==> config.mk <==
export PLATFORM = sky130hd
export DESIGN_NAME = vc_io
export DESIGN_NICKNAME = d
export VERILOG_FILES = /design/src/rtl/vc_io_pkg.sv /design/src/rtl/vc_uart_tx.sv /design/src/rtl/vc_io.sv
export SDC_FILE = /design/constraint.sdc
export NUM_CORES = 1
export LEC_CHECK = 0
export BUFFER_PORTS_ARGS = -buffer_cell sky130_fd_sc_hd__buf_4
export CORE_ASPECT_RATIO = 1.75
export CORE_MARGIN = 4
export CORE_UTILIZATION = 55
export DETAILED_ROUTE_END_ITERATION = 8
export HOLD_SLACK_MARGIN = 0.05
export PLACE_DENSITY_LB_ADDON = 0.25
export SLEW_MARGIN = 5
export SYNTH_ARGS = -nofsm -noshare
export SYNTH_HDL_FRONTEND = slang
export SYNTH_SLANG_ARGS = --single-unit
==> constraint.sdc <==
create_clock -name clk -period 9.3 [get_ports clk]
set_input_delay 0.93 -clock clk [delete_from_list [all_inputs] [get_ports clk]]
set_output_delay 0.93 -clock clk [all_outputs]
set_load 0.1 [all_outputs]
==> src/rtl/vc_io_pkg.sv <==
// Shared definitions for the vc_io memory-mapped I/O unit: register
// selects (addr[7:4]), control/status bit positions and the UART TX states.
package vc_io_pkg;

    localparam logic [3:0] REG_TXDATA  = 4'd1;
    localparam logic [3:0] REG_STATUS  = 4'd2;
    localparam logic [3:0] REG_DIVISOR = 4'd3;
    localparam logic [3:0] REG_COUNT   = 4'd4;
    localparam logic [3:0] REG_COMPARE = 4'd5;
    localparam logic [3:0] REG_CTRL    = 4'd6;
    localparam logic [3:0] REG_IRQ     = 4'd7;

    localparam int CTRL_TIMER_EN       = 0;
    localparam int CTRL_TIMER_IRQ_EN   = 1;
    localparam int CTRL_TXEMPTY_IRQ_EN = 2;

    localparam int IRQ_TIMER_PENDING   = 0;
    localparam int IRQ_TX_IDLE         = 1;

    localparam int STATUS_BUSY         = 0;
    localparam int STATUS_FULL         = 1;
    localparam int STATUS_EMPTY        = 2;
    localparam int STATUS_COUNT_LSB    = 3;

    typedef enum logic [1:0] {
        TX_IDLE  = 2'd0,
        TX_START = 2'd1,
        TX_DATA  = 2'd2,
        TX_STOP  = 2'd3
    } tx_state_t;

endpackage

==> src/rtl/vc_uart_tx.sv <==
// Buffered 8N1 UART transmitter: a small byte FIFO feeding a bit-serial
// shifter. Every bit (start, 8 data LSB first, stop) lasts divisor+1 clocks.
// The FIFO pops when the shifter enters START; a push into a full FIFO is
// still accepted when a pop happens in the same cycle.
module vc_uart_tx
    import vc_io_pkg::*;
#(
    parameter int FIFO_DEPTH = 4,
    parameter int DIV_W      = 12
)(
    input  logic                          clk,
    input  logic                          reset,
    input  logic                          push,
    input  logic [7:0]                    data,
    input  logic [DIV_W-1:0]              divisor,
    output logic                          full,
    output logic                          empty,
    output logic [$clog2(FIFO_DEPTH):0]   count,
    output logic                          busy,
    output logic                          uart_tx
);

    localparam int AW = $clog2(FIFO_DEPTH);
    localparam int CW = AW + 1;

    logic [7:0]       mem [FIFO_DEPTH];
    logic [AW-1:0]    wr_ptr;
    logic [AW-1:0]    rd_ptr;
    logic [CW-1:0]    count_q;

    tx_state_t        state;
    logic [DIV_W-1:0] div_cnt;
    logic [2:0]       bit_cnt;
    logic [7:0]       shift;

    logic             bit_end;
    logic             pop;
    logic             push_ok;

    assign full  = (count_q == CW'(FIFO_DEPTH));
    assign empty = (count_q == '0);
    assign count = count_q;
    assign busy  = (state != TX_IDLE);

    // Bit boundary detection and the FIFO pop/push qualification.
    always_comb begin
        bit_end = (div_cnt == '0);
        pop     = !empty && ((state == TX_IDLE) || ((state == TX_STOP) && bit_end));
        push_ok = push && (!full || pop);
    end

    // FIFO storage; contents need no reset because the pointers define validity.
    always_ff @(posedge clk) begin
        if (push_ok) begin
            mem[wr_ptr] <= data;
        end
    end

    // FIFO pointers and occupancy; a simultaneous push and pop leaves count unchanged.
    always_ff @(posedge clk or posedge reset) begin
        if (reset) begin
            wr_ptr  <= '0;
            rd_ptr  <= '0;
            count_q <= '0;
        end else begin
            if (push_ok) begin
                wr_ptr <= wr_ptr + AW'(1);
            end
            if (pop) begin
                rd_ptr <= rd_ptr + AW'(1);
            end
            case ({push_ok, pop})
                2'b10:   count_q <= count_q + CW'(1);
                2'b01:   count_q <= count_q - CW'(1);
                default: count_q <= count_q;
            endcase
        end
    end

    // Serial frame state machine with registered line output; the bit
    // down-counter reloads from the live divisor at each bit boundary.
    always_ff @(posedge clk or posedge reset) begin
        if (reset) begin
            state   <= TX_IDLE;
            uart_tx <= 1'b1;
            div_cnt <= '0;
            bit_cnt <= '0;
            shift   <= '0;
        end else begin
            case (state)
                TX_IDLE: begin
                    if (!empty) begin
                        state   <= TX_START;
                        shift   <= mem[rd_ptr];
                        div_cnt <= divisor;
                        uart_tx <= 1'b0;
                    end else begin
                        uart_tx <= 1'b1;
                    end
                end
                TX_START: begin
                    if (bit_end) begin
                        state   <= TX_DATA;
                        div_cnt <= divisor;
                        bit_cnt <= '0;
                        uart_tx <= shift[0];
                    end else begin
                        div_cnt <= div_cnt - DIV_W'(1);
                    end
                end
                TX_DATA: begin
                    if (bit_end) begin
                        div_cnt <= divisor;
                        if (bit_cnt == 3'd7) begin
                            state   <= TX_STOP;
                            uart_tx <= 1'b1;
                        end else begin
                            bit_cnt <= bit_cnt + 3'd1;
                            shift   <= {1'b0, shift[7:1]};
                            uart_tx <= shift[1];
                        end
                    end else begin
                        div_cnt <= div_cnt - DIV_W'(1);
                    end
                end
                TX_STOP: begin
                    if (bit_end) begin
                        div_cnt <= divisor;
                        if (!empty) begin
                            state   <= TX_START;
                            shift   <= mem[rd_ptr];
                            uart_tx <= 1'b0;
                        end else begin
                            state   <= TX_IDLE;
                            uart_tx <= 1'b1;
                        end
                    end else begin
                        div_cnt <= div_cnt - DIV_W'(1);
                    end
                end
                default: begin
                    state   <= TX_IDLE;
                    uart_tx <= 1'b1;
                end
            endcase
        end
    end

endmodule

==> src/rtl/vc_io.sv <==
// Memory-mapped I/O unit on the core data port. Decodes addr[7:4] = 1..7,
// produces one-cycle rdone/wdone pulses per strobe episode, and hosts the
// UART transmitter, a compare timer and the level interrupt to the core.
// Offsets 0x00-0x0F belong to the QSPI controller and get no response here.
module vc_io
    import vc_io_pkg::*;
#(
    parameter int RV         = 16,
    parameter int FIFO_DEPTH = 4,
    parameter int DIV_W      = 12,
    parameter int TIMER_W    = 16
)(
    input  logic            clk,
    input  logic            reset,
    input  logic            io_access,
    input  logic [1:0]      rstrobe,
    input  logic [RV/8-1:0] wmask,
    input  logic [7:0]      addr,
    input  logic [RV-1:0]   wdata,
    output logic [RV-1:0]   rdata,
    output logic            rdone,
    output logic            wdone,
    output logic            interrupt,
    output logic            uart_tx
);

    localparam int LANES = RV / 8;

    logic                        acked;
    logic [3:0]                  sel;
    logic                        is_read;
    logic                        is_write;
    logic                        mapped;
    logic                        req;
    logic                        tx_stall;
    logic                        done_now;
    logic                        wr_fire;
    logic                        tx_push;
    logic                        timer_hit;
    logic                        tx_idle;

    logic [DIV_W-1:0]            divisor;
    logic [TIMER_W-1:0]          count;
    logic [TIMER_W-1:0]          compare;
    logic [2:0]                  ctrl;
    logic                        pending;

    logic                        tx_full;
    logic                        tx_empty;
    logic                        tx_busy;
    logic [$clog2(FIFO_DEPTH):0] tx_count;

    logic [RV-1:0]               status_word;
    logic [RV-1:0]               read_mux;
    logic                        unused_addr_low;

    // The low nibble of addr is a sub-offset that no register here uses.
    assign unused_addr_low = ^addr[3:0];

    // Merge write data into an old register value, honouring byte lanes.
    function automatic logic [RV-1:0] lane_merge(input logic [RV-1:0]    old_val,
                                                 input logic [RV-1:0]    new_val,
                                                 input logic [LANES-1:0] mask);
        logic [RV-1:0] merged;
        merged = old_val;
        for (int i = 0; i < LANES; i++) begin
            if (mask[i]) begin
                merged[8*i +: 8] = new_val[8*i +: 8];
            end
        end
        return merged;
    endfunction

    // Request decode: a TXDATA write into a full FIFO is held off until a slot frees.
    always_comb begin
        sel       = addr[7:4];
        is_read   = |rstrobe;
        is_write  = |wmask;
        mapped    = (sel >= REG_TXDATA) && (sel <= REG_IRQ);
        req       = io_access && (is_read || is_write) && !acked;
        tx_stall  = is_write && (sel == REG_TXDATA) && tx_full;
        done_now  = req && mapped && !tx_stall;
        wr_fire   = done_now && is_write;
        tx_push   = wr_fire && (sel == REG_TXDATA);
        timer_hit = ctrl[CTRL_TIMER_EN] && (count == compare);
        tx_idle   = tx_empty && !tx_busy;
    end

    // Read data selection; narrow registers are zero-extended.
    always_comb begin
        status_word = '0;
        status_word[STATUS_BUSY]           = tx_busy;
        status_word[STATUS_FULL]           = tx_full;
        status_word[STATUS_EMPTY]          = tx_empty;
        status_word[STATUS_COUNT_LSB +: 4] = 4'(tx_count);

        read_mux = '0;
        case (sel)
            REG_STATUS:  read_mux = status_word;
            REG_DIVISOR: read_mux = RV'(divisor);
            REG_COUNT:   read_mux = RV'(count);
            REG_COMPARE: read_mux = RV'(compare);
            REG_CTRL:    read_mux = RV'(ctrl);
            REG_IRQ: begin
                read_mux[IRQ_TIMER_PENDING] = pending;
                read_mux[IRQ_TX_IDLE]       = tx_idle;
            end
            default:     read_mux = '0;
        endcase
    end

    // Handshake: one registered done pulse per strobe episode, write wins over read.
    always_ff @(posedge clk or posedge reset) begin
        if (reset) begin
            acked <= 1'b0;
            rdone <= 1'b0;
            wdone <= 1'b0;
            rdata <= '0;
        end else begin
            rdone <= done_now && !is_write;
            wdone <= wr_fire;
            rdata <= (done_now && !is_write) ? read_mux : '0;
            if (!is_read && !is_write) begin
                acked <= 1'b0;
            end else if (done_now) begin
                acked <= 1'b1;
            end
        end
    end

    // Software-writable configuration registers.
    always_ff @(posedge clk or posedge reset) begin
        if (reset) begin
            divisor <= '0;
            compare <= '1;
            ctrl    <= '0;
        end else if (wr_fire) begin
            case (sel)
                REG_DIVISOR: divisor <= DIV_W'(lane_merge(RV'(divisor), wdata, wmask));
                REG_COMPARE: compare <= TIMER_W'(lane_merge(RV'(compare), wdata, wmask));
                REG_CTRL:    ctrl    <= 3'(lane_merge(RV'(ctrl), wdata, wmask));
                default:     ;
            endcase
        end
    end

    // Compare timer: software write beats increment/wrap; a new match beats a W1C clear.
    always_ff @(posedge clk or posedge reset) begin
        if (reset) begin
            count   <= '0;
            pending <= 1'b0;
        end else begin
            if (wr_fire && (sel == REG_COUNT)) begin
                count <= TIMER_W'(lane_merge(RV'(count), wdata, wmask));
            end else if (ctrl[CTRL_TIMER_EN]) begin
                count <= (count == compare) ? '0 : count + TIMER_W'(1);
            end

            if (timer_hit) begin
                pending <= 1'b1;
            end else if (wr_fire && (sel == REG_IRQ) && wmask[0] && wdata[IRQ_TIMER_PENDING]) begin
                pending <= 1'b0;
            end
        end
    end

    // Registered interrupt, one cycle behind its sources.
    always_ff @(posedge clk or posedge reset) begin
        if (reset) begin
            interrupt <= 1'b0;
        end else begin
            interrupt <= (pending && ctrl[CTRL_TIMER_IRQ_EN]) ||
                         (tx_idle && ctrl[CTRL_TXEMPTY_IRQ_EN]);
        end
    end

    vc_uart_tx #(
        .FIFO_DEPTH (FIFO_DEPTH),
        .DIV_W      (DIV_W)
    ) u_uart_tx (
        .clk     (clk),
        .reset   (reset),
        .push    (tx_push),
        .data    (wdata[7:0]),
        .divisor (divisor),
        .full    (tx_full),
        .empty   (tx_empty),
        .count   (tx_count),
        .busy    (tx_busy),
        .uart_tx (uart_tx)
    );

endmodule

==> qor.yml <==
drt-initial-drc-count: 337
fp.coreArea_um2: 12430
wirelength_um: 16770
antenna_found_initial: 0
synth_area_um2: 6950
hpwl_um: 11940
vias: 5128
clock_latency_ns: 0.41
skew_ns: 0.007240
die_h_um: 156.7
ctsHoldBuffers: 0
syn_to_final_growth_pct: 15.16
vias_per_cell: 6.186
wl_per_cell_um: 20.23
routed-wl-met3_um: 581
route.met2.wl_um: 9455
post_cts_buffers: 0
port_buffers: 46
ir_worst_vdd_uv: 146.9
instances_no_fill: 829
synth_cell_types: 80
place.gp.congestion: 0.8660
fin_crit_sh_pct: 32.57
syn_inst: 614
top_layer: "met4"
yosys_warnings: 0
relSlewSlack_pct: 17.30
diodes: 0
overflow: 0
clkTransAtPathRegs_ns: 0.06
setup_viol: 0
cp_max_fo: 13
die_w_um: 92.98
setup-tns-final_ns: 0
cts_buffers: 17
fillers: 1024
crit_required_ns: 9.58
syn_nets: 662
yosysTopAreaCellShare_pct: 30.24
grt_use_total_pct: 24.21
synthTopCellsByCount: "dfrtp_1, mux2_2, nand2_1, nor2_1, edfxtp_1"
cts-resized-gates: 0
ys_ff_latch: 133
yosys-top-cells-area: "dfrtp_1, edfxtp_1, mux2_2"
start_util_pct: 55.91
critPathKind: "in -> reg"
cap_violations: 0
drv_slew: 0
h-tree-depth: 4
cts_sinks: 133
design.die.area_um2: 14570
clockBufferDepth: 2
drive_gt1_share_pct: 26.48
finalCriticalPeriod_ns: 3.029
power_w: 0.002220
postSynth.asyncResetShare_pct: 75.94
synth_edf_count: 32
ys.flop_type: "dfrtp_1"
synth.most_common_cell: "dfrtp_1"
hold_path_class: "reg -> reg"
grt_max_degree: 73
grt_pass1_wl_um: 27160
rrSetupSlack_ns: 6.50
powerDensity_nw_per_um2: 277.3
arrival_ns: 3.31
leakagePower_nw: 3.337
status: "completed"
avgSynthCellArea_um2: 11.32
postRouteAntennaNets: 0
end_kind: "register"
worst_setup_path_start_kind: "input pin"
core.rowCount: 54
synth_area_leader_cell: "dfrtp_1"
seq_area_frac_synth_pct: 50.50
num_io_pins: 51
wl_met1_um: 6206
grt_pass1_vias: 5216
grt_setup_unrepaired: "no"
tightest_slew_ns: 1.241
root_buffer: "clkbuf_16"
hold_viol: 0
dp_cells: 797
firstDrtPassIters: 7
nNetsFinal: 696
cts_tree: "yes"
max_freq_ghz: 0.3302
drc_errors: 0
==> path summary, 6_finish.rpt <==
path | end | depth (start not counted) | startpoint
setup / recovery | u_uart_tx.count[2]$_DFFE_PP0P_ | 12 | addr[7]
hold / removal | u_uart_tx.shift[5]$_DFFE_PP0P_ | 1 | u_uart_tx.shift[5]$_DFFE_PP0P_
setup reg to reg | u_uart_tx.count[2]$_DFFE_PP0P_ | 11 | acked$_DFFE_PP0P_
hold reg to reg | u_uart_tx.shift[5]$_DFFE_PP0P_ | 1 | u_uart_tx.shift[5]$_DFFE_PP0P_
max in group asynchronous | ctrl[2]$_DFFE_PP0P_ | 3 | reset
min in group asynchronous | rdata[11]$_DFF_PP0_ | 2 | reset
==> kinds of logic (layout without fill, tap and decap cells) <==
family | Yosys count | after routing | synth area share (%)
AO/OA/AOI/OAI | 145 | 145 | 14.20
XOR/XNOR | 22 | 22 | 2.772
adder cells (fa/ha/maj) | 17 | 17 | 3.168
buffers and inverters | 66 | 113 | 3.924
flip-flops | 133 | 133 | 50.50
multiplexers | 60 | 60 | 10.95
AND/OR/NAND/NOR | 171 | 171 | 14.49
==> area by class of cell <==
| type | instances | area, µm² | share of cell area, % |
|---|---|---|---|
| multi-input combinational | 415 | 3174 | 39.66 |
| inverter | 31 | 118.9 | 1.485 |
| sequential | 133 | 3510 | 43.85 |
| clock inverter | 13 | 182.7 | 2.282 |
| tap | 168 | 210.2 | 2.626 |
| timing repair buffer | 50 | 375.4 | 4.690 |
| clock buffer | 19 | 432.9 | 5.409 |
==> registers in the layout (all words and copies together), names as in the netlist, 2 cells and up <==
name / cells
u_uart_tx.count: 3
u_uart_tx.wr_ptr: 2
u_uart_tx.state: 2
u_uart_tx.mem: 32
u_uart_tx.div_cnt: 12
rdata: 16
u_uart_tx.bit_cnt: 3
u_uart_tx.rd_ptr: 2
count: 16
divisor: 12
u_uart_tx.shift: 8
ctrl: 3
compare: 16
==> worst max-delay path, stage by stage <==
cell     delay, ns
buf_4         0.14
nor3b_2       0.33
o31ai_1       0.21
a31oi_4       0.46
and2_1        0.27
inv_1         0.08
ha_1          0.23
inv_1         0.07
fa_1          0.19
xor2_1        0.18
nor2_1        0.07
xor2_1        0.14
==> routing by layer <==
metal,GRT usage (%),vias to the layer above
li1,-,2355
met1,26.92,2603
met2,44.83,135
met3,4.521,35
met4,9.853,0
met5,0,-
==> per-stage QoR <==
step / hold WS [ns] / worst slack [ns] / instance area [µm²] / util [%]
6_report: 0.4899 / 6.271 / 8004 / 64.38
5_1_grt: 0.5042 / 6.167 / 8004 / 64.38
2_1_floorplan: 0.4522 / 5.751 / 6950 / -
3_5_place_dp: 0.4794 / 5.911 / 7382 / 59.38
4_1_cts: 0.4922 / 6.319 / 7998 / 64.33
3_3_place_gp: 0.4752 / 6.000 / 7382 / 59.38
==> cell usage in the layout (no fill, tap or decap), drive strengths merged, types with 3 or more instances in the layout <==
master and instances:
and2 17, o21ai 24, buf 50, mux2 48
clkbuf 19, inv 31, or3b 3, nor3 10
edfxtp 32, mux4 8, nand2 35, a22o 5
a31o 3, dfrtp 84, and3 9, a21oi 26
a22oi 18, nand4 9, xnor2 3, clkinv 6
bufinv 4, nor2b 5, xor2 19, a41oi 3
nand3 22, ha 16, clkinvlp 3, nor2 34
dfstp 17, nor3b 3, o22ai 14, nor4 6
and4 4, mux2i 4, a31oi 29
==> power breakdown <==
| part | leakage, nW | switching [W] | internal [W] | total [W] |
|---|---|---|---|---|
| clock | 0.291 | 0.000250 | 0.000447 | 0.000698 |
| combinational | 1.52 | 0.000359 | 0.000300 | 0.000660 |
| sequential | 1.53 | 0.000148 | 0.000714 | 0.000862 |
| total | 3.34 | 0.000758 | 0.00146 | 0.00222 |
Note: power is estimated with default switching activity, not from simulation.
